===== config.mk =====
export PLATFORM = sky130hd
export DESIGN_NAME = bcd_conv_multi
export DESIGN_NICKNAME = d
export VERILOG_FILES = /design/src/rtl/bcd_pkg.sv /design/src/rtl/dd_step.sv /design/src/rtl/bcd_conv_multi.sv
export SDC_FILE = /design/constraint.sdc
export NUM_CORES = 1
export LEC_CHECK = 0
export ABC_AREA = 1
export CAP_MARGIN = 25
export CORE_MARGIN = 2
export CORE_UTILIZATION = 45
export CTS_BUF_LIST = sky130_fd_sc_hd__clkbuf_4 sky130_fd_sc_hd__clkbuf_8 sky130_fd_sc_hd__clkbuf_16
export DETAILED_ROUTE_END_ITERATION = 10
export PLACE_DENSITY_LB_ADDON = 0.1
export SLEW_MARGIN = 40
export SYNTH_ARGS = -nofsm -noshare
export SYNTH_HDL_FRONTEND = slang
export SYNTH_SLANG_ARGS = --single-unit

===== constraint.sdc =====
create_clock -name clk -period 3.05 [get_ports clk]
set_input_delay 0.61 -clock clk [delete_from_list [all_inputs] [get_ports clk]]
set_output_delay 0.61 -clock clk [all_outputs]
set_load 0.005 [all_outputs]

===== src/rtl/bcd_pkg.sv =====
// Shared types and constants for the multi-channel binary-to-BCD converter.
package bcd_pkg;

   typedef enum logic [1:0] {IDLE, LOAD, SHIFT, STORE} state_t;

   localparam int unsigned DIGW    = 4;
   localparam logic [3:0]  BCD_MAX = 4'd9;

   // Digits needed to hold any WIDTH-bit value exactly (log10(2) ~ 0.301).
   function automatic int unsigned nfull(input int unsigned width);
      return (width * 301) / 1000 + 1;
   endfunction

endpackage


===== src/rtl/dd_step.sv =====
// One double-dabble iteration: add-3 to every digit >= 5, then shift in one bit.
module dd_step
   import bcd_pkg::*;
#(
   parameter int unsigned NF = 4
)(
   input  logic [NF*DIGW-1:0] scr_in,
   input  logic               bit_in,
   output logic [NF*DIGW-1:0] scr_out
);

   logic [NF*DIGW-1:0] adj;

   always_comb begin
      adj = scr_in;
      for (int unsigned i = 0; i < NF; i++)
         if (scr_in[i*DIGW +: DIGW] >= 4'd5)
            adj[i*DIGW +: DIGW] = scr_in[i*DIGW +: DIGW] + 4'd3;
      scr_out = {adj[NF*DIGW-2:0], bit_in};
   end

endmodule


===== src/rtl/bcd_conv_multi.sv =====
// Round-robin multi-channel binary-to-BCD converter with per-channel overflow
// saturation, leading-zero blanking and a completion strobe.
module bcd_conv_multi
   import bcd_pkg::*;
#(
   parameter int unsigned NCH   = 2,
   parameter int unsigned WIDTH = 12,
   parameter int unsigned NDIG  = 4
)(
   input  logic                   clk,
   input  logic                   rst,
   input  logic [NCH*WIDTH-1:0]   bin_in,
   input  logic                   cont,
   input  logic                   start,
   output logic [NCH*NDIG*4-1:0]  bcd_out,
   output logic [NCH-1:0]         ovf,
   output logic [NCH*NDIG-1:0]    blank,
   output logic                   done_strb,
   output logic [2:0]             done_ch,
   output logic                   busy
);

   localparam int unsigned NF = nfull(WIDTH);
   localparam int unsigned NX = (NF > NDIG) ? NF : NDIG;
   localparam int unsigned CW = $clog2(WIDTH);

   state_t               state;
   logic [2:0]           ch_idx;
   logic [CW-1:0]        bitcnt;
   logic [WIDTH-1:0]     sr;
   logic [WIDTH-1:0]     sel;
   logic [NF*DIGW-1:0]   scr;
   logic [NF*DIGW-1:0]   scr_nxt;
   logic [NX*DIGW-1:0]   scr_ext;
   logic [NDIG*DIGW-1:0] dig_c;
   logic [NDIG-1:0]      blank_c;
   logic                 ovf_c;
   logic                 zrun;

   always_comb begin
      sel = '0;
      for (int unsigned k = 0; k < NCH; k++)
         if (ch_idx == 3'(k))
            sel = bin_in[k*WIDTH +: WIDTH];
   end

   dd_step #(.NF(NF)) u_step (
      .scr_in  (scr),
      .bit_in  (sr[WIDTH-1]),
      .scr_out (scr_nxt)
   );

   // Scratch is widened to max(NF, NDIG) digits so NDIG > NF presents zeros.
   always_comb begin
      scr_ext = '0;
      scr_ext[NF*DIGW-1:0] = scr;
      ovf_c = 1'b0;
      for (int unsigned i = NDIG; i < NX; i++)
         if (scr_ext[i*DIGW +: DIGW] != '0)
            ovf_c = 1'b1;
      dig_c   = ovf_c ? {NDIG{BCD_MAX}} : scr_ext[NDIG*DIGW-1:0];
      blank_c = '0;
      zrun    = 1'b1;
      for (int unsigned k = 0; k + 1 < NDIG; k++) begin
         zrun = zrun & (scr_ext[(NDIG-1-k)*DIGW +: DIGW] == '0);
         blank_c[NDIG-1-k] = zrun & ~ovf_c;
      end
   end

   always_ff @(posedge clk) begin
      if (rst) begin
         state     <= IDLE;
         ch_idx    <= '0;
         bitcnt    <= '0;
         sr        <= '0;
         scr       <= '0;
         bcd_out   <= '0;
         ovf       <= '0;
         blank     <= '0;
         done_strb <= 1'b0;
         done_ch   <= '0;
         busy      <= 1'b0;
      end else begin
         done_strb <= 1'b0;
         case (state)
            IDLE: begin
               if (cont || start) begin
                  state  <= LOAD;
                  ch_idx <= '0;
                  busy   <= 1'b1;
               end
            end
            LOAD: begin
               sr     <= sel;
               scr    <= '0;
               bitcnt <= '0;
               state  <= SHIFT;
            end
            SHIFT: begin
               sr     <= sr << 1;
               scr    <= scr_nxt;
               bitcnt <= bitcnt + CW'(1);
               if (bitcnt == CW'(WIDTH-1))
                  state <= STORE;
            end
            STORE: begin
               for (int unsigned k = 0; k < NCH; k++)
                  if (ch_idx == 3'(k)) begin
                     bcd_out[k*NDIG*DIGW +: NDIG*DIGW] <= dig_c;
                     ovf[k]                            <= ovf_c;
                     blank[k*NDIG +: NDIG]             <= blank_c;
                  end
               done_strb <= 1'b1;
               done_ch   <= ch_idx;
               if (ch_idx != 3'(NCH-1)) begin
                  ch_idx <= ch_idx + 3'd1;
                  state  <= LOAD;
               end else begin
                  ch_idx <= '0;
                  if (cont) begin
                     state <= LOAD;
                  end else begin
                     state <= IDLE;
                     busy  <= 1'b0;
                  end
               end
            end
            default: state <= IDLE;
         endcase
      end
   end

endmodule


## After elaboration in Yosys (flattened, before gate mapping)

Cells that the tools add are included.

- Add/sub/neg operators: 6
- Magnitude comparators: 4
- Eq/ne operators: 10
- Multiplexer cells: 22
- Bitwise operators: 2
- Reduce and logical (&&, ||, !) cells: 13

Operators by type and width:

| kind | count |
|---|---|
| $pmux 16 s2 | 1 |
| $mux 12 | 2 |
| $pmux 12 s2 | 1 |
| $ge 4x3->1 const B | 4 |
| $add 4x2->4 const B | 3 |
| $logic_not 4->1 | 3 |
| $mux 4 | 3 |
| $mux 3 | 3 |
| $ne 2x2->1 const B | 4 |
| $pmux 2 s4 | 1 |
| $pmux 4 s2 | 1 |
| $reduce_and 2->1 | 4 |
| $mux 1 | 6 |
| $pmux 3 s2 | 1 |
| $add 4x1->4 const B | 1 |
| $eq 2x2->1 const B | 2 |
| $eq 4x4->1 const B | 1 |
| $mux 2 | 2 |
| $reduce_and 4->1 | 1 |
| $reduce_bool 2->1 | 2 |
| $add 3x1->3 const B | 1 |
| $add 3x2->3 const B | 1 |
| $eq 3x1->1 const B | 1 |
| $logic_not 3->1 | 1 |
| 6 further kinds | 7 |

- Bits in registers: 80
- Output and inout port bits: 47
- Word-level logic and storage cells: 69

## Depth between registers and ports, before layout

Gate-level depths: netlist of run 1.

- Word-level depth: 4
- Mapped depth: 9
- Depth with buffers taken out: 8

## Cells and area by module

From an unflattened synthesis of run 1, not the netlist that was laid out.

- Cell total of the unflattened synthesis: 540
- Area, all modules: 3,812.4 um^2

Modules (own cells, without submodules):

| module | instances | cells an instance | area each (um^2) |
|---|---|---|---|
| bcd_conv_multi | 1 | 455 | 3,335.7 |
| dd_step | 1 | 85 | 476.7 |

## Worst setup path before layout of run 1

Ideal clock, no wire load.

- Kind: reg2reg
- From: register state[0]
- To: register scr[11], in the netlist dig_c[11]
- Library setup time: 0.070 ns
- Arrival: 1.381 ns
- Data required time: 2.980 ns
- Slack: 1.599 ns
- Stages on the path, launching flop included: 9
- Buffers on the path: 2
- Clock period less this slack: 1.451 ns
- Cell sequence: dfxtp_1 inv_1 ha_1 clkbuf_2 nand2_1 inv_2 buf_2 nand4_1 a21oi_1

- Longest elaborated chain between the ends: 2
- Elaborated cells on any way between the ends: 4

RTL lines:

| item | RTL line | source |
|---|---|---|
| from (decl) | bcd_conv_multi.sv:27 | `state_t state;` |
| from (signal assigned) | bcd_conv_multi.sv:72 | `state <= IDLE;` |
| from (signal assigned) | bcd_conv_multi.sv:88 | `state <= LOAD;` |
| from (signal assigned) | bcd_conv_multi.sv:97 | `state <= SHIFT;` |
| $eq 2x2->1 or $eq 2x1->1 (tied branches) | bcd_conv_multi.sv:85 | `case (state)` |
| $pmux 16 s2 or $reduce_bool 2->1 (tied branches) | - |  |
| to (signal assigned) | bcd_conv_multi.sv:101 | `scr <= scr_nxt;` |
| to (decl) | bcd_conv_multi.sv:32 | `logic [NF*DIGW-1:0] scr;` |

Several ways; a longest one is shown, not always the timed one.
A chain may end at the register's enable or synchronous reset.

## Worst setup path in the final report of run 1

- From: register state[0]
- To: register sr[1]

- Longest elaborated chain between the ends: 2
- Elaborated cells on any way between the ends: 4

RTL lines:

| item | RTL line | source |
|---|---|---|
| $eq 2x2->1 or $eq 2x1->1 (tied branches) | bcd_conv_multi.sv:85 |  |
| $pmux 12 s2 or $reduce_bool 2->1 (tied branches) | - |  |
| to (signal assigned) | bcd_conv_multi.sv:94 | `sr <= sel;` |
| to (signal assigned) | bcd_conv_multi.sv:100 | `sr <= sr << 1;` |
| to (decl) | bcd_conv_multi.sv:30 | `logic [WIDTH-1:0] sr;` |

Several ways; a longest one is shown, not always the timed one.

==> results of run 1 <==
-- worst max-delay path, cell delays in order, from the launching register on --
cell and delay [ps]:
dfxtp_1 380, inv_1 80, ha_1 570, nand2_1 370, inv_2 370, nand2_1 80
o21ai_0 80, inv_1 50, a21oi_1 120
-- routing by layer --
layer,routed length (um),vias up
li1,-,1750
met1,3810,1445
met2,3660,74
met3,303,12
met4,118,0
met5,0,-
-- synthesized netlist by cell type --
master / count
a211oi_2: 1
nor3_1: 3
buf_2: 7
nor2_2: 2
buf_6: 4
o2111ai_1: 1
a31oi_1: 1
nor3b_1: 1
nand3_2: 1
o21ai_0: 57
clkbuf_2: 2
nor3_4: 1
a21oi_1: 64
o22ai_1: 9
nand2_1: 86
inv_2: 6
clkbuf_1: 9
buf_4: 6
conb_1: 1
nor2_8: 1
nand2_2: 1
inv_1: 67
clkinv_1: 1
nand4_1: 2
nand3_1: 31
nor2_1: 13
o21ai_1: 14
a21oi_2: 10
ha_1: 14
o211ai_1: 1
dfxtp_1: 80
-- how the worst max path moves through the flow --
stage | cells after the start | from | slack [ps] | endpoint
final | 8 | state[0] | 870 | sr[1]
after global routing | 8 | state[0] | 610 | sr[1]
after CTS | 8 | state[0] | 860 | sr[1]
after detailed placement | 8 | state[0] | 900 | sr[1]
after global placement | 8 | state[0] | 1010 | sr[1]
after floorplan | 8 | state[0] | 1600 | dig_c[11]
-- area by class of cell --
cell class | instances | area [um^2]
multi-input combinational | 318 | 1670
inverter | 74 | 278
sequential | 80 | 1600
tap | 105 | 131
fill | 782 | 3460
timing repair buffer | 74 | 731
clock buffer | 10 | 131
clock inverter | 6 | 92.6
-- power groups by stage --
| stage | logic (uW) | clock network, uW | registers (uW) |
|---|---|---|---|
| floorplan | 704 | 0 | 1300 |
| global placement | 983 | 0 | 1300 |
| detailed placement | 993 | 0 | 1300 |
| CTS | 1000 | 883 | 1280 |
| global route | 1130 | 919 | 1300 |
| finish | 993 | 861 | 1280 |
-- metrics by stage --
| step | total power, uW | std cells |
|---|---|---|
| detailed placement | 2300 | 651 |
| CTS | 3160 | 667 |
| finish | 3130 | 667 |
| floorplan | 2000 | 500 |
| global placement | 2280 | 651 |
| global route | 3350 | 667 |
-- registers in the layout, indices dropped and copies added (netlist names) --
register / flops
bcd_out: 32
bitcnt: 4
blank: 6
busy: 1
ch_idx: 3
dig_c: 16
done_ch: 3
done_strb: 1
sr: 12
state: 2
-- kinds of logic after synthesis --
kind of cell	share of synthesized area, %
flops	43.2
simple gates	16.9
fa+ha+maj	4.72
buf+inv	12.0
other cells	0.101
compound gates	23.0
==> metrics.md, run 1 <==
| Metric | Value |
|---|---|
| Result of the run | finished clean |
| Met2 Usage GRT | between 30% and 40% |
| Hold bufs inserted after CTS | 0 |
| Logic gate share of total power | 31.7% |
| Top cells by area in the synthesized netlist | dfxtp_1 (43%), nand2_1 (8.7%), a21oi_1 (8.6%) |
| # setup viols final | 0 |
| Number of global-route vias before repair | 3,029 |
| Clock transition at the registers of the reported paths | 80 ps |
| Finished Cell Area | ~0.0046 mm^2 |
| Worst-case setup slack after placement | approximately 900 ps |
| Part of the power in the clock network | between 20% and 30% |
| Leading area contributor after synthesis | dfxtp_1 |
| Cts repair resizes | 0 |
| Share of total power in sequential cells | 40.8% |
| Endpoint of the most critical register-to-register path | sr[1] |
| Sequential share of the synthesized area | 43.2% |
| Setup crit start kind | register |
| Power Dens Cells | a little under 700 mW/mm^2 |
| Total detailed-routing wirelength | 7890 um |
| Net switching power | 1080 uW |
| Worst Path Class, Setup | reg -> reg |
| TritonCTS buffer count | 9 |
| Yosys warnings | 0 |
| Worst slew margin relative to its limit | between 50% and 60% |
| Required time of the critical path | 3320 ps |
| Power Internal | 2050 uW |
| Number of different library cells in the post-synthesis netlist | 31 |
| DRC violation count after routing | 0 |
| Number of optimization iterations in the first detailed-route pass | 4 |
| Row Count | 33 |
| Final Net Count | 599 |
| DRC violation total after the first TritonRoute iteration | 154 |
| CTS HTree Levels | 3 |
| Hold Path Sink | dig_c[13] |
| Detailed-route via count | 3,281 |
| Final Util | 57.3% |
| Min Hold Slack | 471 ps |
| Final hold violation count | 0 |
| Cell chosen for the clock root | clkbuf_8 |
| Unrepaired setup endpoints after global routing | false |
| Final period utilization | between 70% and 80% |
| Worst-path fanout max | 18 |
| Initial antenna violation count | 0 |
| Count of max-cap constraint violations | 0 |
| Most frequent standard cell in the layout excluding fill and tap cells | nand2_1 |
| Effective utilization at floorplan | 45.8% |
| Total of buffers placed on input and output ports | 70 |
| Placer Congestion | a little over 0.8 |
| Fmax | 458 MHz |
| Pin count of the biggest net entering global routing | 39 |
| Crit Reg-Reg Startpoint | state[0] |
| Setup TNS | 0 ps |
| Fraction of layout cells with a size suffix above 1 | under 10% |
| Endpoint arrival time on the critical path | 2460 ps |
| Post-DR vias/cell | 4.92 |
| DP HPWL | 5600 um |
| Met1 usage | 23.1% |
| Clk buf depth | 2 |
| Switching portion of total power | ~35% |
| Met3 track demand over resource | 3.03% |
| Die Footprint | 0.00898 mm^2 |
| Number of placed I/O pins | 75 |
| Die Span Y | 94.8 um |
| Worst ir drop on vdd | ~0.00034 V |
| Worst Skew | 9.25 ps |
| Critical path capture point type | register |
| Standard cell core area | 0.00809 mm^2 |
| Hold WC Path Type | reg -> reg |
| All-layer global routing usage | between 10% and 20% |
| Leading cell types in the layout, fill and taps excluded | nand2_1 (86), dfxtp_1 (80), clkdlybuf4s50_1 (70) |
| #FFs+latches synth | 80 |
| Number of nets with antenna violations after routing | 0 |
| Post-synthesis instance area | 0.00371 mm^2 |
| Post-CTS Setup Repair Bufs | 0 |
| Placement-stage cell area | 0.00441 mm^2 |
| Time the final worst path needs with I/O delays and setup | 2180 ps |
| Worst R2R Path Depth | 8 |
| First-pass GRT wire length | 13,400 um |
| Clock network latency to the later pin of the worst-skew pair | 350 ps |
| Fraction of post-synthesis cell area in the top cell type by area | 43.2% |
| Flop2flop setup slack | 870 ps |
| Count of mapped cells out of synthesis | 497 |
| Slew at the pin closest to its max-slew limit | just under 700 ps |
| Min-delay src | dig_c[13] |
| Antenna Diode Count | 0 |
| Post-synthesis to final-layout area growth | 25.0% |
| Static leakage power | 0.00187 uW |
| Remaining Overflow, GRT | 0 |
| Worst setup margin | a little under 900 ps |
| Avg WL per Cell | about 12 um |
| Number of cells traversed by the worst hold path | 2 |
| Post-Syn Area per Cell | 7.46 um^2 |
| Number of clock sinks | 80 |
| TritonCTS clock tree | yes |
| Final Max Tran Viols | 0 |
| Most used routing layer | met2 |
| Width of the die | 94.8 um |
Power figures use the tool's default switching activity.
==> run 2, diff against run 1 <==
Clock period 3.05 ns to 2.2 ns, I/O delays scaled along.
==> run 2 against run 1 <==
Compared with the run above: register-to-register slack worse by 370 ps; combinational power up 45%; power grew 36%; hold slack lost 5.0 ps; die area is the same; sequential power up 38%; clock skew down 1.5 ps; wire length is 1.1% lower; non-clock buffer count rose by 3; setup slack got worse by 370 ps; critical path depth unchanged; highest routed layer unchanged.
==> metrics.md, run 2 (synthesis results as in run 1) <==
| Metric | Value |
|---|---|
| Register containing the most flip-flops in the final layout | bcd_out |
| Leading cell types in the layout, fill and taps excluded | nand2_1 (86), dfxtp_1 (80), clkdlybuf4s50_1 (70) |
| Remaining Overflow, GRT | 0 (unchanged) |
| Worst-path fanout max | 18 (unchanged) |
| Post-synthesis to final-layout area growth | 25.2% |
| Static leakage power | 0.00188 uW (+0.75%) |
| Worst ir drop on vdd | 0.000551 V (+60%) |
| Most frequent standard cell in the layout excluding fill and tap cells | nand2_1 |
| Row Count | 33 (unchanged) |
| Time the final worst path needs with I/O delays and setup | 1700 ps (-482 ps) |
| TritonCTS clock tree | yes |
| DRC violation count after routing | 0 (unchanged) |
| Number of optimization iterations in the first detailed-route pass | 4 (unchanged) |
| Fill cell instance count of the final layout | 789 (+0.90%) |
| Unrepaired setup endpoints after global routing | false |
| Avg WL per Cell | 11.7 um (-1.4%) |
| Worst Path Class, Setup | reg -> reg |
| CTS HTree Levels | 3 (unchanged) |
| Setup TNS | 0 ps (unchanged) |
| Standard cell core area | 0.00809 mm^2 (unchanged) |
| Cts repair resizes | 0 (unchanged) |
| Width of the die | 94.8 um (unchanged) |
| Detailed-route via count | 3,282 (+0.030%) |
| Fraction of layout cells with a size suffix above 1 | 7.98% (+0.33 points) |
| Number of placed I/O pins | 75 (unchanged) |
| DP HPWL | 5600 um (about the same) |
| Final hold violation count | 0 (unchanged) |
| Worst setup margin | 501 ps (-368 ps) |
| Worst slew margin relative to its limit | 63.3% (+8.2 points) |
| Antenna Diode Count | 0 (unchanged) |
| Result of the run | finished clean |
| Clock transition at the registers of the reported paths | 70 ps (about the same) |
| Final Max Tran Viols | 0 (unchanged) |
| Clk buf depth | 2 (unchanged) |
| First-pass GRT wire length | 13,500 um (+0.72%) |
| Effective utilization at floorplan | 45.8% (unchanged) |
| Critical path capture point type | register |
| Hold bufs inserted after CTS | 0 (unchanged) |
| Number of nets with antenna violations after routing | 0 (unchanged) |
| Final Net Count | 602 (+0.50%) |
| Power Dens Cells | 919 mW/mm^2 (+36%) |
| Endpoint arrival time on the critical path | 1970 ps (-490 ps) |
| # setup viols final | 0 (unchanged) |
| Final Util | 57.4% (+0.077 points) |
| Final period utilization | 77.2% (+5.7 points) |
| Number of global-route vias before repair | 3,073 (+1.5%) |
| Post-CTS Setup Repair Bufs | 0 (unchanged) |
| Count of max-cap constraint violations | 0 (unchanged) |
| Flip-flop count of the largest register after layout | 32 (unchanged) |
| Placer Congestion | 0.899 (+11%) |
| Total of buffers placed on input and output ports | 70 (unchanged) |
| All-layer global routing usage | 18.8% (+0.34 points) |
| Fmax | 588 MHz (+28%) |
| Cell chosen for the clock root | clkbuf_8 |
| Initial antenna violation count | 0 (unchanged) |
| Number of clock sinks | 80 (unchanged) |
| Setup crit start kind | register |
| Slew at the pin closest to its max-slew limit | 550 ps (-122 ps) |
| Die Span Y | 94.8 um (unchanged) |
| Post-DR vias/cell | 4.91 (-0.27%) |
| DRC violation total after the first TritonRoute iteration | 174 (+13%) |
| Total detailed-routing wirelength | 7810 um (-1.1%) |
| Required time of the critical path | 2470 ps (-850 ps) |
| Pin count of the biggest net entering global routing | 44 (+13%) |
| TritonCTS buffer count | 9 (unchanged) |
| Worst-case setup slack after placement | 515 ps (-387 ps) |
| Clock network latency to the later pin of the worst-skew pair | 340 ps (about the same) |
| Die Footprint | 0.00898 mm^2 (unchanged) |
| Hold WC Path Type | reg -> reg |
| Worst Skew | 7.70 ps (-1.55 ps) |
==> run 2: where the power goes <==
part	switching, uW	internal, uW
logic	870	573
registers	105	1660
clock network	508	549
==> run 2: per-layer routing <==
metal | global-route usage [%] | wire length (um) | part of all wire [%] | vias to the layer above
met4 | 9.42 | 216 | 2.8 | 0
met3 | 3.11 | 292 | 3.7 | 13
li1 | - | - | - | 1750
met5 | 0 | 0 | 0 | -
met2 | 32.4 | 3560 | 46 | 66
met1 | 22.5 | 3740 | 48 | 1453
==> run 2: final timing paths <==
path	from	to	slack, ps	cells after the start
max reg2reg	state[0]	sr[1]	500	8
min	dig_c[13]	dig_c[13]	470	2
min reg2reg	dig_c[13]	dig_c[13]	470	2
max	state[0]	sr[1]	500	8
==> run 2: final cells by class <==
cell class                 instances  area, um^2  area share [%]
tap                              105         131            2.83
sequential                        80        1600            34.5
timing repair buffer              77         766            16.5
clock buffer                      10         138            2.96
clock inverter                     5        57.6            1.24
multi-input combinational        318        1670            36.0
inverter                          74         278            5.98
==> run 2: worst max-delay path, stage by stage (launching register included) <==
cell	delay, ps
dfxtp_1	380
inv_1	80
ha_1	410
nand2_1	120
inv_2	280
nand2_1	90
o21ai_0	90
inv_1	60
a21oi_1	120
==> run 2: stage by stage <==
stage          hold WS [ps]  total power, uW  cells  instance area [um^2]
3_5_place_dp            455             3260    654                  4450
4_1_cts                 469             4320    669                  4640
2_1_floorplan           440             2770    500                  3720
3_3_place_gp            450             3230    654                  4450
6_report                466             4270    669                  4640
5_1_grt                 490             4590    669                  4640
==> RTL edit 1: new RTL, config.mk and constraints of run 1 <==
The 4 states of `state_t` get a one-hot encoding in 4 bits.
--- a/src/rtl/bcd_pkg.sv
+++ b/src/rtl/bcd_pkg.sv
@@ -1,7 +1,7 @@
 // Shared types and constants for the multi-channel binary-to-BCD converter.
 package bcd_pkg;
 
-   typedef enum logic [1:0] {IDLE, LOAD, SHIFT, STORE} state_t;
+   typedef enum logic [3:0] {IDLE = 4'b0001, LOAD = 4'b0010, SHIFT = 4'b0100, STORE = 4'b1000} state_t;
 
    localparam int unsigned DIGW    = 4;
    localparam logic [3:0]  BCD_MAX = 4'd9;
Check against the original RTL: same outputs for any inputs over 10 cycles, from zero or initial values and one cycle with rst high; not proved beyond that.
==> RTL edit 1 against run 1 <==
- final cell count rose by 0.30%
- wire length is 7.6% higher
- worst setup slack improved by 350 ps
- sequential cell count is 2 higher
- via count is 5.4% higher
- sequential share of layout area rose by 0.80 points
- area after synthesis grew 1.6%
- cell area grew 0.19%
- critical path depth is 7 lower
- critical endpoint is now bcd_out[21]
- largest cell class unchanged
Power is not compared: it rests on default switching activity, and its combinational part moved more than twofold at a synthesized area within 25%.
==> RTL edit 1: results <==
set metrics [dict create \
    dr_total_vias 3457 \
    track_usage_pct 19.8 \
    sh_seq_area_pct 35.3 \
    layout.nonclk_buf_share_pct 15.7 \
    drtIter0Drc 150 \
    skew_ps 6.51 \
    status "finished clean" \
    hpwlAfterDp_mm 5.82 \
    multiInputCombCellCount 341 \
    regArea_sq_mm 0.00164 \
    grt_pass1_vias 3212 \
    synth_common_cells "dfxtp_1 (82), nand2_1 (76), a21oi_1 (72)" \
    placed_cell_area_sq_mm 0.00447 \
    drive_gt1_share_pct 6.56 \
    critical_path.top_delay_family "buffers and inverters" \
    gp_congestion 0.843 \
    critPathMaxFanout 2 \
    wire_per_inst_microns 12.7 \
    fill_cells 791 \
    clkCellAreaFrac_pct 3.88 \
    critPathMaxStageDelay_ps 510 \
    placed_cells 653 \
    die_area_sq_mm 0.00912 \
    cp_slowest_cell "clkdlybuf4s50_1" \
    wl_mm 8.50 \
    multi_input_area_sq_mm 0.00177 \
]
RTL edit 1: changes by cell type after synthesis, sizes merged, moves of 2 or more:
cell	run 1	this run
inv	73	49
nand4	2	9
nand2	87	78
dfxtp	80	82
o22ai	9	0
o21ai	71	50
ha	14	11
buf	17	23
nand3	32	61
nor2	16	35
nor3	4	2
o211ai	1	12
clkbuf	11	7
RTL edit 1: per-layer routing:
metal  part of all wire (%)  track usage, %  up-vias
met4                   0.95            6.31        0
met2                     48            32.9       66
met1                     46            25.4     1580
met3                    4.3            4.66        9
met5                      0               0        -
li1                       -               -     1802
RTL edit 1: power groups by stage:
stage	registers, mW	clock network (mW)	logic (mW)
floorplan	1.14	0	0.150
global placement	1.15	0	0.215
detailed placement	1.15	0	0.218
CTS	1.12	0.729	0.219
global route	1.13	0.771	0.247
finish	1.12	0.709	0.216
RTL edit 1: cell families (layout without fill, tap and decap cells):
family | after synthesis | after routing | synth area share (%)
AO/OA/AOI/OAI | 138 | 138 | 19.5
AND/OR/NAND/NOR | 187 | 187 | 23.2
XOR/XNOR | 1 | 1 | 0.233
flip-flops | 82 | 82 | 43.6
adder cells (fa/ha/maj) | 11 | 11 | 3.65
buffers and inverters | 81 | 141 | 9.77
other | 1 | 4 | 0.0996
RTL edit 1: final timing paths:
kind / start / slack [ps] / depth (start not counted) / endpoint
setup / recovery: bcd_out[21] / 1220 / 1 / bcd_out[21]
hold / removal: busy / 460 / 2 / busy
setup reg to reg: state[3] / 1420 / 6 / sr[10]
hold reg to reg: busy / 460 / 2 / busy
==> RTL edit 2: new RTL, settings of run 1 <==
Made on the original files. The parameter `NDIG` goes from 4 to 2.
--- a/src/rtl/bcd_conv_multi.sv
+++ b/src/rtl/bcd_conv_multi.sv
@@ -5,7 +5,7 @@
 #(
    parameter int unsigned NCH   = 2,
    parameter int unsigned WIDTH = 12,
-   parameter int unsigned NDIG  = 4
+   parameter int unsigned NDIG  = 2
 )(
    input  logic                   clk,
    input  logic                   rst,
Interface: changed (resized bcd_out and blank); port bits go from 75 to 55. The function was not compared with the original's and may differ.
==> RTL edit 2 against run 1 <==
- area after synthesis is 16% lower
- cell area is 17% lower
- power is 14% lower
- core utilization is 0.26 points lower
- sequential cell count is 18 lower
- critical endpoint unchanged
- largest power group unchanged
- worst setup slack worse by 9.8 ps
- wire length is 18% lower
- count of clock-buffer cells in the layout stayed put
==> RTL edit 2: results <==
set metrics [dict create \
    drtIter0Drc 125 \
    grt_pass1_vias 2638 \
    dpl_worst_slack_ps 879 \
    cts_made_buffers 9 \
    clk_path_buf_depth 2 \
    fin_crit_sh_pct 71.8 \
    die_area_sq_mm 0.00761 \
    synth_compound_area_share_pct 20.6 \
    path_clk_slew_ps 70 \
    first_pass_iters 5 \
    critPathArrivalTime_ps 2450 \
    drive_gt1_share_pct 7.44 \
    r2r_end "sr[1]" \
    ys_types 30 \
    antenna_found_initial 0 \
    peakVddDrop_mv 0.422 \
    via_per_inst 4.95 \
    htreeDepth 3 \
    regToRegSetupSlack_ps 860 \
    grt_start_max_net_pins 36 \
    diodes 0 \
    min_path_type "reg -> reg" \
    r2r_start "state[0]" \
    insertion_delay_ps 340 \
    synth_fa_ha_area_share_pct 6.02 \
    async_flop_share_pct 0 \
    status "finished clean" \
    skew_ps 8.49 \
    relSlewSlack_pct 54.8 \
    nets 522 \
    synth_common_cells "nand2_1 (86), inv_1 (63), dfxtp_1 (62)" \
    synth_xor_area_share_pct 0.843 \
    critPathKind "reg -> reg" \
    r2r.worst_path.cells 8 \
    synth_warnings 0 \
    grt_pass1_wl_mm 11.1 \
    holdPathStages 2 \
    portBuffers 52 \
    wl_mm 6.43 \
    yosysSeqAreaShare_pct 39.8 \
    ys_top_cells_by_area "dfxtp_1 (40%), nand2_1 (10%), a21oi_1 (9.2%)" \
    critPathMaxFanout 17 \
    track_usage_pct 18.1 \
    p_leak_nw 1.55 \
    largestRegisters "bcd_out x16, scr x16, sr x12" \
    cts-root-buf "clkbuf_8" \
    synth_mux_area_share_pct 0 \
    hpwlAfterDp_mm 4.54 \
    postCtsSetupBuffers 0 \
    ctsResizeCount 0 \
    gp_congestion 0.782 \
    fill_cells 669 \
]
RTL edit 2: worst min path at each step:
stage / from / to / slack [ps]
2_1_floorplan: sr[11] / scr[0] / 440
5_1_grt: scr[13] / scr[13] / 480
4_1_cts: sr[0] / sr[0] / 470
3_5_place_dp: sr[0] / sr[0] / 460
6_report: busy / busy / 470
3_3_place_gp: busy / busy / 450
RTL edit 2: layout make-up:
class                           instances  share of cell area (%)
Timing Repair Buffer                   54                    13.9
Inverter                               70                    6.82
Clock inverter                          6                    2.24
Tap cell                               80                    2.60
Multi-Input combinational cell        282                    38.8
Clock buffer                           10                    3.41
Sequential cell                        62                    32.2
RTL edit 2: report_power, final:
group          internal (mW)  switching, mW  leakage, nW
sequential             0.938         0.0579        0.502
clock                  0.468          0.327        0.110
combinational          0.330          0.585        0.936
total                   1.74          0.970         1.55
RTL edit 2: metrics by stage:
step           hold slack [ps]  total power, mW  util, %  cell area (sq um)  std cells
5_1_grt                    479             2.92     57.0               3850        564
2_1_floorplan              439             1.72        -               3120        434
3_3_place_gp               454             1.93     53.8               3640        548
3_5_place_dp               460             1.94     53.8               3640        548
6_report                   465             2.71     57.0               3850        564
4_1_cts                    470             2.74     57.0               3850        564
RTL edit 2: per-layer routing:
layer  up-vias  track usage (%)  wire length (microns)
met5         -                0                      0
met4         0             4.48                     68
met3        10             5.69                    224
met2        44             31.9                   3120
met1      1245             21.4                   3020
li1       1490                -                      -
RTL edit 2: worst max-delay path, stage by stage (launching register included):
cell and delay, ps:
dfxtp_1 380, inv_1 80, ha_1 570, nand2_1 380
inv_2 360, nand2_1 80, o21ai_0 80, inv_1 50
a21oi_1 130
RTL edit 2: logic make-up after synthesis:
kind of cell | Yosys count
flops | 62
compound gates | 120
fa+ha+maj | 15
buf+inv | 90
xor+xnor | 3
simple gates | 142
other cells | 1
